`src/rtl/l2_tshr_update_scheduler.sv`:
```
// Arbitrates ALLOC/UPDATE/FREE requests onto the registered L2 TSHR update port.
// Define L2_TSHR_SCHED_AGING_EN to add per-requester starvation counters.
module l2_tshr_update_scheduler #(
  parameter int NUM_REQ       = 3,
  parameter int AGE_THRESHOLD = 8,
  parameter int IDX_W         = 3,
  parameter int ADDR_W        = 12,
  parameter int DATA_W        = 4,
  localparam int ENTRY_W      = 1 + ADDR_W + DATA_W
) (
  input  logic                             clk_i,
  input  logic                             reset_i,
  input  logic                             enable_i,
  input  logic [NUM_REQ-1:0]               req_valid_i,
  input  logic [NUM_REQ-1:0][1:0]          req_op_i,
  input  logic [NUM_REQ-1:0][IDX_W-1:0]    req_index_i,
  input  logic [NUM_REQ-1:0][ENTRY_W-1:0]  req_entry_i,
  output logic [NUM_REQ-1:0]               req_grant_o,
  output logic [IDX_W-1:0]                 alloc_index_o,
  input  logic                             tshr_full_i,
  input  logic [IDX_W-1:0]                 tshr_empty_index_i,
  output logic                             update_en_o,
  output logic [IDX_W-1:0]                 update_index_o,
  output logic [ENTRY_W-1:0]               update_entry_o
);

  localparam logic [1:0] OP_ALLOC  = 2'b01;
  localparam logic [1:0] OP_UPDATE = 2'b10;
  localparam logic [1:0] OP_FREE   = 2'b11;
  localparam logic [0:0] ST_READY  = 1'b0;
  localparam logic [0:0] ST_BUBBLE = 1'b1;
  localparam int PTR_W = $clog2(NUM_REQ);

  logic [0:0]         state_q, state_d;
  logic [PTR_W-1:0]   rr_ptr_q, rr_ptr_d;
  logic               upd_en_q, upd_en_d;
  logic [IDX_W-1:0]   upd_idx_q, upd_idx_d;
  logic [ENTRY_W-1:0] upd_entry_q, upd_entry_d;

  logic [NUM_REQ-1:0] eligible;
  logic [NUM_REQ-1:0] grant;
  logic               grant_vld;
  logic [PTR_W-1:0]   win;
  logic [PTR_W-1:0]   cand;
  logic [1:0]         win_op;
  logic               is_alloc;

  function automatic logic [PTR_W-1:0] rr_add(input logic [PTR_W-1:0] p, input int off);
    int s;
    s = int'(p) + off;
    if (s >= NUM_REQ) s = s - NUM_REQ;
    return PTR_W'(s);
  endfunction

  // ALLOC must wait out the bubble: tshr_empty_index does not yet reflect the last allocation.
  always_comb begin
    for (int k = 0; k < NUM_REQ; k++) begin
      eligible[k] = 1'b0;
      if (req_valid_i[k]) begin
        case (req_op_i[k])
          OP_UPDATE, OP_FREE: eligible[k] = 1'b1;
          OP_ALLOC:           eligible[k] = !tshr_full_i && (state_q == ST_READY);
          default:            eligible[k] = 1'b0;
        endcase
      end
    end
  end

`ifdef L2_TSHR_SCHED_AGING_EN
  localparam int AGE_W = $clog2(AGE_THRESHOLD + 1);
  logic [NUM_REQ-1:0][AGE_W-1:0] age_q, age_d;

  always_comb begin
    for (int k = 0; k < NUM_REQ; k++) begin
      age_d[k] = age_q[k];
      if (grant[k]) age_d[k] = '0;
      else if (req_valid_i[k] && (age_q[k] != AGE_W'(AGE_THRESHOLD))) age_d[k] = age_q[k] + 1'b1;
    end
  end

  always_ff @(posedge clk_i or posedge reset_i) begin
    if (reset_i) age_q <= '0;
    else         age_q <= age_d;
  end
`endif

  always_comb begin
    grant_vld = 1'b0;
    win       = '0;
    cand      = '0;
    for (int i = 0; i < NUM_REQ; i++) begin
      cand = rr_add(rr_ptr_q, i);
      if (!grant_vld && eligible[cand]) begin
        grant_vld = 1'b1;
        win       = cand;
      end
    end
`ifdef L2_TSHR_SCHED_AGING_EN
    // Descending scan so the lowest starved index ends up the winner.
    for (int k = NUM_REQ - 1; k >= 0; k--) begin
      if (eligible[k] && (age_q[k] == AGE_W'(AGE_THRESHOLD))) begin
        grant_vld = 1'b1;
        win       = PTR_W'(k);
      end
    end
`endif
    if (!enable_i || reset_i) grant_vld = 1'b0;
  end

  always_comb begin
    grant = '0;
    if (grant_vld) grant[win] = 1'b1;
    win_op        = req_op_i[win];
    is_alloc      = grant_vld && (win_op == OP_ALLOC);
    alloc_index_o = is_alloc ? tshr_empty_index_i : '0;
  end

  always_comb begin
    upd_en_d    = upd_en_q;
    upd_idx_d   = upd_idx_q;
    upd_entry_d = upd_entry_q;
    if (grant_vld) begin
      upd_en_d = 1'b1;
      case (win_op)
        OP_ALLOC: begin
          upd_idx_d   = tshr_empty_index_i;
          upd_entry_d = {1'b1, req_entry_i[win][ENTRY_W-2:0]};
        end
        OP_FREE: begin
          upd_idx_d   = req_index_i[win];
          upd_entry_d = {1'b0, req_entry_i[win][ENTRY_W-2:DATA_W], DATA_W'(0)};
        end
        default: begin
          upd_idx_d   = req_index_i[win];
          upd_entry_d = req_entry_i[win];
        end
      endcase
    end else if (enable_i) begin
      upd_en_d = 1'b0;
    end

    state_d = state_q;
    if ((state_q == ST_BUBBLE) && enable_i) state_d = ST_READY;
    if (is_alloc) state_d = ST_BUBBLE;

    rr_ptr_d = grant_vld ? rr_add(win, 1) : rr_ptr_q;
  end

  always_ff @(posedge clk_i or posedge reset_i) begin
    if (reset_i) begin
      state_q     <= ST_READY;
      rr_ptr_q    <= '0;
      upd_en_q    <= 1'b0;
      upd_idx_q   <= '0;
      upd_entry_q <= '0;
    end else begin
      state_q     <= state_d;
      rr_ptr_q    <= rr_ptr_d;
      upd_en_q    <= upd_en_d;
      upd_idx_q   <= upd_idx_d;
      upd_entry_q <= upd_entry_d;
    end
  end

  assign req_grant_o    = grant;
  assign update_en_o    = upd_en_q;
  assign update_index_o = upd_idx_q;
  assign update_entry_o = upd_entry_q;

endmodule

```
`config.mk`:
```
export PLATFORM = sky130hd
export DESIGN_NAME = l2_tshr_update_scheduler
export DESIGN_NICKNAME = d
export VERILOG_FILES = /design/src/rtl/l2_tshr_update_scheduler.sv
export SDC_FILE = /design/constraint.sdc
export NUM_CORES = 1
export LEC_CHECK = 0
export CAP_MARGIN = 0
export CORE_MARGIN = 1
export CORE_UTILIZATION = 34
export CTS_CLUSTER_DIAMETER = 40
export DETAILED_ROUTE_END_ITERATION = 8
export PLACE_DENSITY = 0.77
export SETUP_SLACK_MARGIN = 0.1
export SKIP_CTS_REPAIR_TIMING = 1
export SYNTH_ARGS = -nofsm -noshare
export SYNTH_HDL_FRONTEND = slang
export SYNTH_SLANG_ARGS = --single-unit
```
`constraint.sdc`:
```
create_clock -name clk_i -period 3.17 [get_ports clk_i]
set_input_delay 0.7925 -clock clk_i [delete_from_list [all_inputs] [get_ports clk_i]]
set_output_delay 0.7925 -clock clk_i [all_outputs]
set_load 0.1 [all_outputs]
```
==> out/qor.yml <==
status: "complete, but fails checks"
failed_checks: "setup timing"
r2r-start: "state_q"
initial_core_util_pct: 36.2
finalWirelength_mm: 5.13
antenna_found_initial: 0
htree_levels: 1
syn_to_final_growth_pct: 86.5
avgSynthCellArea_sq_um: 9.57
min_path_type: "reg2reg"
min_period_over_period_pct: 105
fin_nets: 386
pre_cts_ws_ns: -0.531
drt-vias-per-instance: 4.95
seqCellArea_sq_um: 601
io_pins: 103
synth.distinct_cells: 47
drt-pass1-iter-count: 4
fmax_mhz: 301
route.detailed.drc: 0
die-area_sq_um: 5410
synth_top_flop_cell: "dfrtp_1"
placed_area_sq_um: 3040
row_count: 25
syn_area_sq_um: 1740
grtUsageTotal_pct: 19.2
rsz0062_at_grt: "true"
clk_pin_slew_worst_paths_ns: 0.08
cp-startpoint: "tshr_full_i"
hpwl_mm: 4.04
finalClockSkew_ns: 0.00591
grt_pass1_vias: 1834
topRoutingLayerUsed: "met4"
grt_overflow: 0
instances_no_fill: 370
rr_worst_depth: 10
crit_end: "alloc_index_o[0]"
synth_nets: 264
reg2reg_slack_ns: 0.62
p_per_area_nw_per_um2: 898
via_count: 1832
setup_viol: 6
post-route-min-period_ns: 3.32
die_h_um: 73.6
startpoint_type: "input port"
final_util_pct: 67.4
drv_cap: 0
drive_gt1_share_pct: 31.0
synth_edf_count: 0
finalMaxSlewViolations: 0
place_congestion: 0.794
drt_iter0_drc: 67
ant_nets: 0
finalHoldViolCount: 0
hold_path_startpoint: "update_entry_o[5]"
worstSetupEndpointType: "output port"
ys_seq_area_share_pct: 34.5
crit_type: "in2out"
clock_sinks: 24
async_flop_share_pct: 100
diodes: 0
cp_max_fo: 6
yosys_register_bits: 24
wl_per_cell_um: 13.9
tns_ns: -0.602
grt_pass1_wl_mm: 8.09
cts_tree: "yes"
cts.path.max_buffers: 2
wl_met2_mm: 2.59
fillers: 384
final_cell_area_sq_um: 3250
r2r_end: "update_index_o[0]"
cp.required_ns: 2.38
fp.dieW_um: 73.6
whs_ns: 0.483
grt_max_degree: 25
insertion_delay_ns: 0.27
core_area_sq_um: 4820
cts_buffers: 3
ir_drop_v: 0.000542
leakage_nw: 1.59
power_mw: 2.92
cts_root_buf: "clkbuf_8"
dr_wl_met3_um: 322
multi_input_area_sq_um: 1190
max-slew-margin-rel_pct: 76.7
fin_ws_ns: -0.149
cp.arrival_ns: 2.53
synth_cells: 182
ys_warn_count: 0
port-buffer-count: 102
place_inst: 362
m1WireLength_mm: 2.21
worst_slew_pin_slew_ns: 0.348
==> flip-flops by register name (all words and copies together) (netlist names) <==
name / flops
update_entry_o: 17
update_index_o: 3
rr_ptr_q: 2
state_q: 1
update_en_o: 1
==> report_power, final <==
| part | total, mW | internal, mW | leakage [nW] | switching [mW] |
|---|---|---|---|---|
| Combinational | 2.12 | 0.662 | 1.26 | 1.46 |
| Clock | 0.267 | 0.169 | 0.0357 | 0.0983 |
| Sequential | 0.527 | 0.444 | 0.296 | 0.0830 |
==> per-layer routing <==
metal,vias to the layer above,track usage [%]
li1,918,-
met1,857,23.1
met2,55,34.1
met3,2,5.90
met4,0,2.78
met5,-,0
==> synthesized netlist by cell type (4+ instances only) <==
cell type,n,area [sq um]
clkbuf_1,5,18.8
ha_1,6,75.1
buf_2,4,20.0
mux2i_1,19,190
mux2_2,4,45.0
a21o_1,13,97.6
nand3_1,4,20.0
nor2_1,20,75.1
a211oi_1,12,90.1
o21ai_1,5,25.0
dfrtp_1,24,601
nand2_1,7,26.3
inv_1,11,41.3
==> worst max-delay path, cell delays in order <==
cell and delay (ns):
buf_8 0.10, nand4bb_1 0.16, a311o_1 0.43, and4b_1 0.22, o31a_4 0.35, nor2b_4 0.15, and2_4 0.17, buf_12 0.16
==> cells in the final DEF (no fill, tap or decap), types with 4 or more instances in the layout <==
cell type	count
inv_1	6
a21o_1	13
buf_4	45
clkdlybuf4s50_1	65
dlymetal6s2s_1	8
nor2_1	16
mux2_2	4
mux2i_1	19
nand3_1	4
a211oi_1	12
dfrtp_1	24
ha_4	4
nor2_4	4
buf_12	6
nand2_1	5
o21ai_1	6
==> logic make-up (layout without fill, tap and decap cells) <==
family	after synthesis	count (layout)	share of synthesized area [%]
compound gates	56	56	25.6
simple gates	48	48	14.9
mux	25	25	14.8
flops	24	24	34.5
buf+inv	23	144	5.89
fa+ha+maj	6	6	4.31
==> final cells by class <==
class                      count  area share, %
clock buffer                   3           1.27
clock inverter                 1          0.924
inverter                      12           1.66
multi-input combinational    135           36.6
sequential                    24           18.5
tap                           67           2.58
timing repair buffer         128           38.5
==> worst min path at each step <==
stage | depth (start not counted) | endpoint | slack, ns
6_report | 1 | update_entry_o[5] | 0.48
3_5_place_dp | 1 | update_entry_o[8] | 0.47
3_3_place_gp | 1 | update_entry_o[5] | 0.46
5_1_grt | 1 | update_entry_o[5] | 0.51
2_1_floorplan | 1 | rr_ptr_q[1] | 0.49
4_1_cts | 1 | update_entry_o[7] | 0.49
Power figures use the tool's default switching activity.
